--- src/rtl/fixed_divider_pkg.sv ---
// Shared widths, state encoding and saturation constant for the fixed-point divider.
package fixed_divider_pkg;

    localparam int unsigned FP_INT_W  = 32;
    localparam int unsigned FP_FRAC_W = 23;

    localparam logic [127:0] FP_SAT_ONES = '1;

    typedef enum logic [1:0] {
        ST_IDLE = 2'd0,
        ST_CALC = 2'd1,
        ST_DONE = 2'd2
    } div_state_t;

endpackage

--- src/rtl/fixed_divider_restoring_step.sv ---
// One radix-2 restoring division step: shift in a numerator bit, conditionally subtract.
module div_restoring_step #(
    parameter int unsigned W = 55
) (
    input  logic [W:0]   rem_i,
    input  logic         bit_i,
    input  logic [W-1:0] div_i,
    output logic [W:0]   rem_o,
    output logic         q_bit_o
);

    logic [W+1:0] shifted;
    logic [W+1:0] diff;

    always_comb begin
        shifted = {rem_i, bit_i};
        diff    = shifted - (W+2)'(div_i);
        q_bit_o = (shifted >= (W+2)'(div_i));
        // Remainder stays below the divisor, so the top bit is always zero here.
        rem_o   = q_bit_o ? (W+1)'(diff) : (W+1)'(shifted);
    end

endmodule

--- src/rtl/fixed_divider.sv ---
// Sequential unsigned fixed-point divider, one quotient bit per clock, valid/ready on both sides.
module fixed_divider
    import fixed_divider_pkg::*;
#(
    parameter int unsigned num_of_int  = FP_INT_W,
    parameter int unsigned num_of_frac = FP_FRAC_W
) (
    input  logic                   CLK,
    input  logic                   RST,
    input  logic                   IN_VALID,
    output logic                   IN_READY,
    input  logic [num_of_int-1:0]  IN_INT_1,
    input  logic [num_of_frac-1:0] IN_FRAC_1,
    input  logic [num_of_int-1:0]  IN_INT_2,
    input  logic [num_of_frac-1:0] IN_FRAC_2,
    output logic                   OUT_VALID,
    input  logic                   OUT_READY,
    output logic [num_of_int-1:0]  OUT_INT,
    output logic [num_of_frac-1:0] OUT_FRAC,
    output logic                   DIV_ZERO,
    output logic                   OVERFLOW
);

    localparam int unsigned W     = num_of_int + num_of_frac;
    localparam int unsigned N     = W + num_of_frac;
    localparam int unsigned CNT_W = $clog2(N);

    div_state_t state_q, state_d;

    logic [N-1:0]           num_q;
    logic [W-1:0]           div_q;
    logic [W:0]             rem_q;
    logic [N-1:0]           quo_q;
    logic [CNT_W-1:0]       cnt_q;
    logic [num_of_int-1:0]  out_int_q;
    logic [num_of_frac-1:0] out_frac_q;
    logic                   div_zero_q;
    logic                   overflow_q;

    logic [W-1:0] a_in;
    logic [W-1:0] b_in;
    logic         b_zero;
    logic [W:0]   rem_next;
    logic         q_bit;
    logic [N-1:0] q_next;

    assign a_in   = {IN_INT_1, IN_FRAC_1};
    assign b_in   = {IN_INT_2, IN_FRAC_2};
    assign b_zero = (b_in == '0);
    assign q_next = (quo_q << 1) | N'(q_bit);

    div_restoring_step #(.W(W)) u_step (
        .rem_i   (rem_q),
        .bit_i   (num_q[N-1]),
        .div_i   (div_q),
        .rem_o   (rem_next),
        .q_bit_o (q_bit)
    );

    // State register
    always_ff @(posedge CLK or posedge RST) begin
        if (RST) state_q <= ST_IDLE;
        else     state_q <= state_d;
    end

    // Next-state logic
    always_comb begin
        state_d = state_q;
        unique case (state_q)
            ST_IDLE: if (IN_VALID) state_d = b_zero ? ST_DONE : ST_CALC;
            ST_CALC: if (cnt_q == '0) state_d = ST_DONE;
            ST_DONE: if (OUT_READY) state_d = ST_IDLE;
            default: state_d = ST_IDLE;
        endcase
    end

    // Handshake outputs decoded from the state register
    always_comb begin
        IN_READY  = 1'b0;
        OUT_VALID = 1'b0;
        unique case (state_q)
            ST_IDLE: IN_READY  = 1'b1;
            ST_DONE: OUT_VALID = 1'b1;
            default: ;
        endcase
    end

    // Datapath: operand latch, restoring iteration, result and flag registers
    always_ff @(posedge CLK or posedge RST) begin
        if (RST) begin
            num_q      <= '0;
            div_q      <= '0;
            rem_q      <= '0;
            quo_q      <= '0;
            cnt_q      <= '0;
            out_int_q  <= '0;
            out_frac_q <= '0;
            div_zero_q <= 1'b0;
            overflow_q <= 1'b0;
        end else begin
            unique case (state_q)
                ST_IDLE: begin
                    if (IN_VALID) begin
                        if (b_zero) begin
                            div_zero_q <= 1'b1;
                            overflow_q <= 1'b0;
                            out_int_q  <= FP_SAT_ONES[num_of_int-1:0];
                            out_frac_q <= FP_SAT_ONES[num_of_frac-1:0];
                        end else begin
                            num_q <= {a_in, num_of_frac'(0)};
                            div_q <= b_in;
                            rem_q <= '0;
                            quo_q <= '0;
                            cnt_q <= CNT_W'(N - 1);
                        end
                    end
                end
                ST_CALC: begin
                    rem_q <= rem_next;
                    num_q <= num_q << 1;
                    quo_q <= q_next;
                    cnt_q <= cnt_q - CNT_W'(1);
                    if (cnt_q == '0) begin
                        // Any quotient bit above W cannot be represented: saturate.
                        if (|q_next[N-1:W]) begin
                            overflow_q <= 1'b1;
                            out_int_q  <= FP_SAT_ONES[num_of_int-1:0];
                            out_frac_q <= FP_SAT_ONES[num_of_frac-1:0];
                        end else begin
                            overflow_q <= 1'b0;
                            out_int_q  <= q_next[W-1:num_of_frac];
                            out_frac_q <= q_next[num_of_frac-1:0];
                        end
                    end
                end
                ST_DONE: begin
                    if (OUT_READY) begin
                        div_zero_q <= 1'b0;
                        overflow_q <= 1'b0;
                    end
                end
                default: ;
            endcase
        end
    end

    assign OUT_INT  = out_int_q;
    assign OUT_FRAC = out_frac_q;
    assign DIV_ZERO = div_zero_q;
    assign OVERFLOW = overflow_q;

endmodule

--- config.mk ---
export PLATFORM = sky130hd
export DESIGN_NAME = fixed_divider
export DESIGN_NICKNAME = d
export VERILOG_FILES = /design/src/rtl/fixed_divider_pkg.sv /design/src/rtl/fixed_divider_restoring_step.sv /design/src/rtl/fixed_divider.sv
export SDC_FILE = /design/constraint.sdc
export NUM_CORES = 1
export LEC_CHECK = 0
export ABC_AREA = 1
export CORE_MARGIN = 2
export CORE_UTILIZATION = 53
export DETAILED_ROUTE_END_ITERATION = 16
export GPL_TIMING_DRIVEN = 1
export HOLD_SLACK_MARGIN = 0.08
export PLACE_DENSITY = 0.78
export SYNTH_ARGS = -nofsm -noshare
export SYNTH_HDL_FRONTEND = slang
export SYNTH_SLANG_ARGS = --single-unit
--- constraint.sdc ---
create_clock -name CLK -period 10.1 [get_ports CLK]
set_input_delay 2.02 -clock CLK [delete_from_list [all_inputs] [get_ports CLK]]
set_output_delay 2.02 -clock CLK [all_outputs]
set_load 0.1 [all_outputs]
==> impl_metrics.env <==
export IMPL_finClkSkew_ps=17.4
export IMPL_drv_cap=0
export IMPL_min_period_over_period_pct=46.1
export IMPL_layout_drive_gt1_share_pct=3.39
export IMPL_final_core_util_pct=62.8
export IMPL_place_gp_congestion=0.982
export IMPL_die_h_microns=190
export IMPL_seq_area_frac_synth_pct=42.0
export IMPL_hold_class="flip-flop to flip-flop"
export IMPL_grt_pass1_wl_mm=80.8
export IMPL_area_delta_synth_final_pct=17.3
export IMPL_die_w_microns=190
export IMPL_end_kind="primary output"
export IMPL_wl_per_cell_microns=15.1
export IMPL_syn_cell_area_sq_mm=0.0184
export IMPL_setup_tns_ps=0
export IMPL_cp_endpoint="IN_READY"
export IMPL_critPathLaunch="state_q[0]$_DFFE_PP0P_"
export IMPL_multi_input_area_sq_mm=0.00817
export IMPL_synth_top_area_share_pct=42.0
export IMPL_ant_nets=0
export IMPL_synth_area_leaders="dfrtp_1 (42%), nand2_1 (19%), inv_1 (11%)"
export IMPL_dp_hpwl_mm=36.4
export IMPL_worst_slew_margin_rel_pct=27.4
export IMPL_cts_tree="built"
export IMPL_yosys_area_top_type="dfrtp_1"
export IMPL_clk_latency_ps=550
export IMPL_worstSetupPathType="flip-flop to primary output"
export IMPL_syn_nets=2879
export IMPL_drt_iter0_markers=1186
export IMPL_core_area_sq_mm=0.0344
export IMPL_async_reset_ff_share_pct=100
export IMPL_nets=3006
export IMPL_arrival_ps=2640
export IMPL_syn_area_per_cell_sq_um=6.80
export IMPL_rr_endpoint="rem_q[41]$_DFFE_PP0P_"
export IMPL_critPathMaxFanout=5
export IMPL_r2r_start="rem_q[40]$_DFFE_PP0P_"
export IMPL_syn_instance_count=2707
export IMPL_clock_sinks=309
export IMPL_setup_viol=0
export IMPL_clock_tree_root_cell="clkbuf_16"
export IMPL_drtPass1Iterations=5
export IMPL_grt_pass1_vias=16100
export IMPL_htree_levels=2
export IMPL_synth_ff_type="dfrtp_1"
export IMPL_rsz0062_at_grt="false"
export IMPL_r2r_slack_ps=5810
export IMPL_antenna_cells=0
export IMPL_nFillCells=3111
export IMPL_cts_buffer_depth=3
export IMPL_pin_count=173
export IMPL_ff_latch_area_sq_mm=0.00773
export IMPL_cp_start_kind="flip-flop"
export IMPL_ys_seq_elements=309
export IMPL_initial_core_util_pct=53.5
export IMPL_synthTopCellsByCount="nand2_1 (919), inv_1 (554), dfrtp_1 (309), o21ai_0 (177), nor2_1 (176)"
export IMPL_holdBufCountCts=0
export IMPL_antenna_found_initial=0
export IMPL_synth_cell_type_count=30
export IMPL_clock_fmax_mhz=215
export IMPL_tightest_slew_ps=1090
export IMPL_yosysMostFrequentCell="nand2_1"
export IMPL_period_needed_ps=4660
export IMPL_post_cts_resized=0
export IMPL_critical_path_required_ps=8080
export IMPL_reg2regPathDepth=13
export IMPL_drt_wl_total_mm=50.0
export IMPL_grtUsageTotal_pct=27.9
export IMPL_port_buffers=172
export IMPL_post_cts_repair_setup_buffers=0
export IMPL_cts_reportedPaths_clkPinSlew_ps=60
export IMPL_viasPerCell=5.14
export IMPL_status="finished clean"
export IMPL_die_area_sq_mm=0.0362
export IMPL_overflow=0
export IMPL_vias=17000
export IMPL_synth_edf_count=0
export IMPL_hold_viol_final=0
export IMPL_rows=68
export IMPL_yosysWarnings=0
export IMPL_cts_buffers=35
export IMPL_route_detailed_drc=0
export IMPL_grt_max_degree=125
export IMPL_slew_violations=0
## placed cells by master (no fill, tap or decap), types with 13 or more instances in the layout
master	count
inv_1	551
clkbuf_16	36
nor2_1	176
o21ai_0	177
nand4_1	53
ha_1	57
a21oi_1	87
nor3_1	16
nand3_1	104
clkdlybuf4s50_1	172
dfrtp_1	309
xnor2_1	22
o22ai_1	76
nand2_1	917
nor4_1	13
## how the worst min path moves through the flow
| stage | depth (start not counted) | to | slack, ps | from |
|---|---|---|---|---|
| 3_5_place_dp | 2 | num_q[76]$_DFFE_PP0P_ | 470 | num_q[76]$_DFFE_PP0P_ |
| 3_3_place_gp | 2 | num_q[76]$_DFFE_PP0P_ | 460 | num_q[76]$_DFFE_PP0P_ |
| 4_1_cts | 2 | num_q[76]$_DFFE_PP0P_ | 490 | num_q[76]$_DFFE_PP0P_ |
| 5_1_grt | 2 | OVERFLOW$_DFFE_PP0P_ | 520 | OVERFLOW$_DFFE_PP0P_ |
| 6_report | 1 | cnt_q[0]$_DFFE_PP0P_ | 490 | cnt_q[0]$_DFFE_PP0P_ |
| 2_1_floorplan | 2 | num_q[76]$_DFFE_PP0P_ | 450 | num_q[76]$_DFFE_PP0P_ |
## stage by stage
| stage | hold slack [ps] | area, sq um | setup WS, ps | cells |
|---|---|---|---|---|
| 2_1_floorplan | 449 | 18400 | 3970 | 2707 |
| 3_3_place_gp | 464 | 20400 | 5020 | 3252 |
| 3_5_place_dp | 472 | 20400 | 5000 | 3252 |
| 4_1_cts | 492 | 21600 | 5470 | 3315 |
| 5_1_grt | 517 | 21600 | 5360 | 3315 |
| 6_report | 493 | 21600 | 5440 | 3315 |
## worst max-delay path, cell delays in order (launching register included)
cell and delay [ps]:
dfrtp_1 460, nor2_1 370, clkdlybuf4s50_1 1250
## sequential cells by signal, summed over array words and instances, names as in the netlist, 2 cells and up
register,count
OUT_FRAC,23
rem_q,56
cnt_q,7
num_q,55
quo_q,77
state_q,2
OUT_INT,32
div_q,55
## cell families (layout without fill, tap and decap cells)
kind of cell               Yosys count  count (layout)  synth area share, %
adders and majority gates           58              58                 3.98
xor gates and xnor gates            29              29                 1.38
buffers and inverters              657             810                 13.7
DFF                                309             309                 42.0
and+or+nand+nor                   1313            1313                 29.1
AOI/OAI and AO/OA                  341             341                 9.85
## area by class of cell
| cell class | instances | share of cell area (%) |
|---|---|---|
| Clock inverter | 15 | 0.829 |
| Timing Repair Buffer | 183 | 8.36 |
| Multi-Input combinational cell | 1741 | 37.9 |
| Tap cell | 455 | 2.64 |
| Inverter | 564 | 9.84 |
| Clock buffer | 48 | 4.66 |
| Sequential cell | 309 | 35.8 |
## per-layer routing
layer	vias up	part of all wire [%]	track usage, %
li1	8559	-	-
met1	7923	46	39.4
met2	490	46	45.5
met3	73	5.9	3.53
met4	0	2.4	7.51
met5	-	0	0
Power is not shown: default switching activity piles up to over one toggle a cycle in this logic, so the estimate is an artifact.
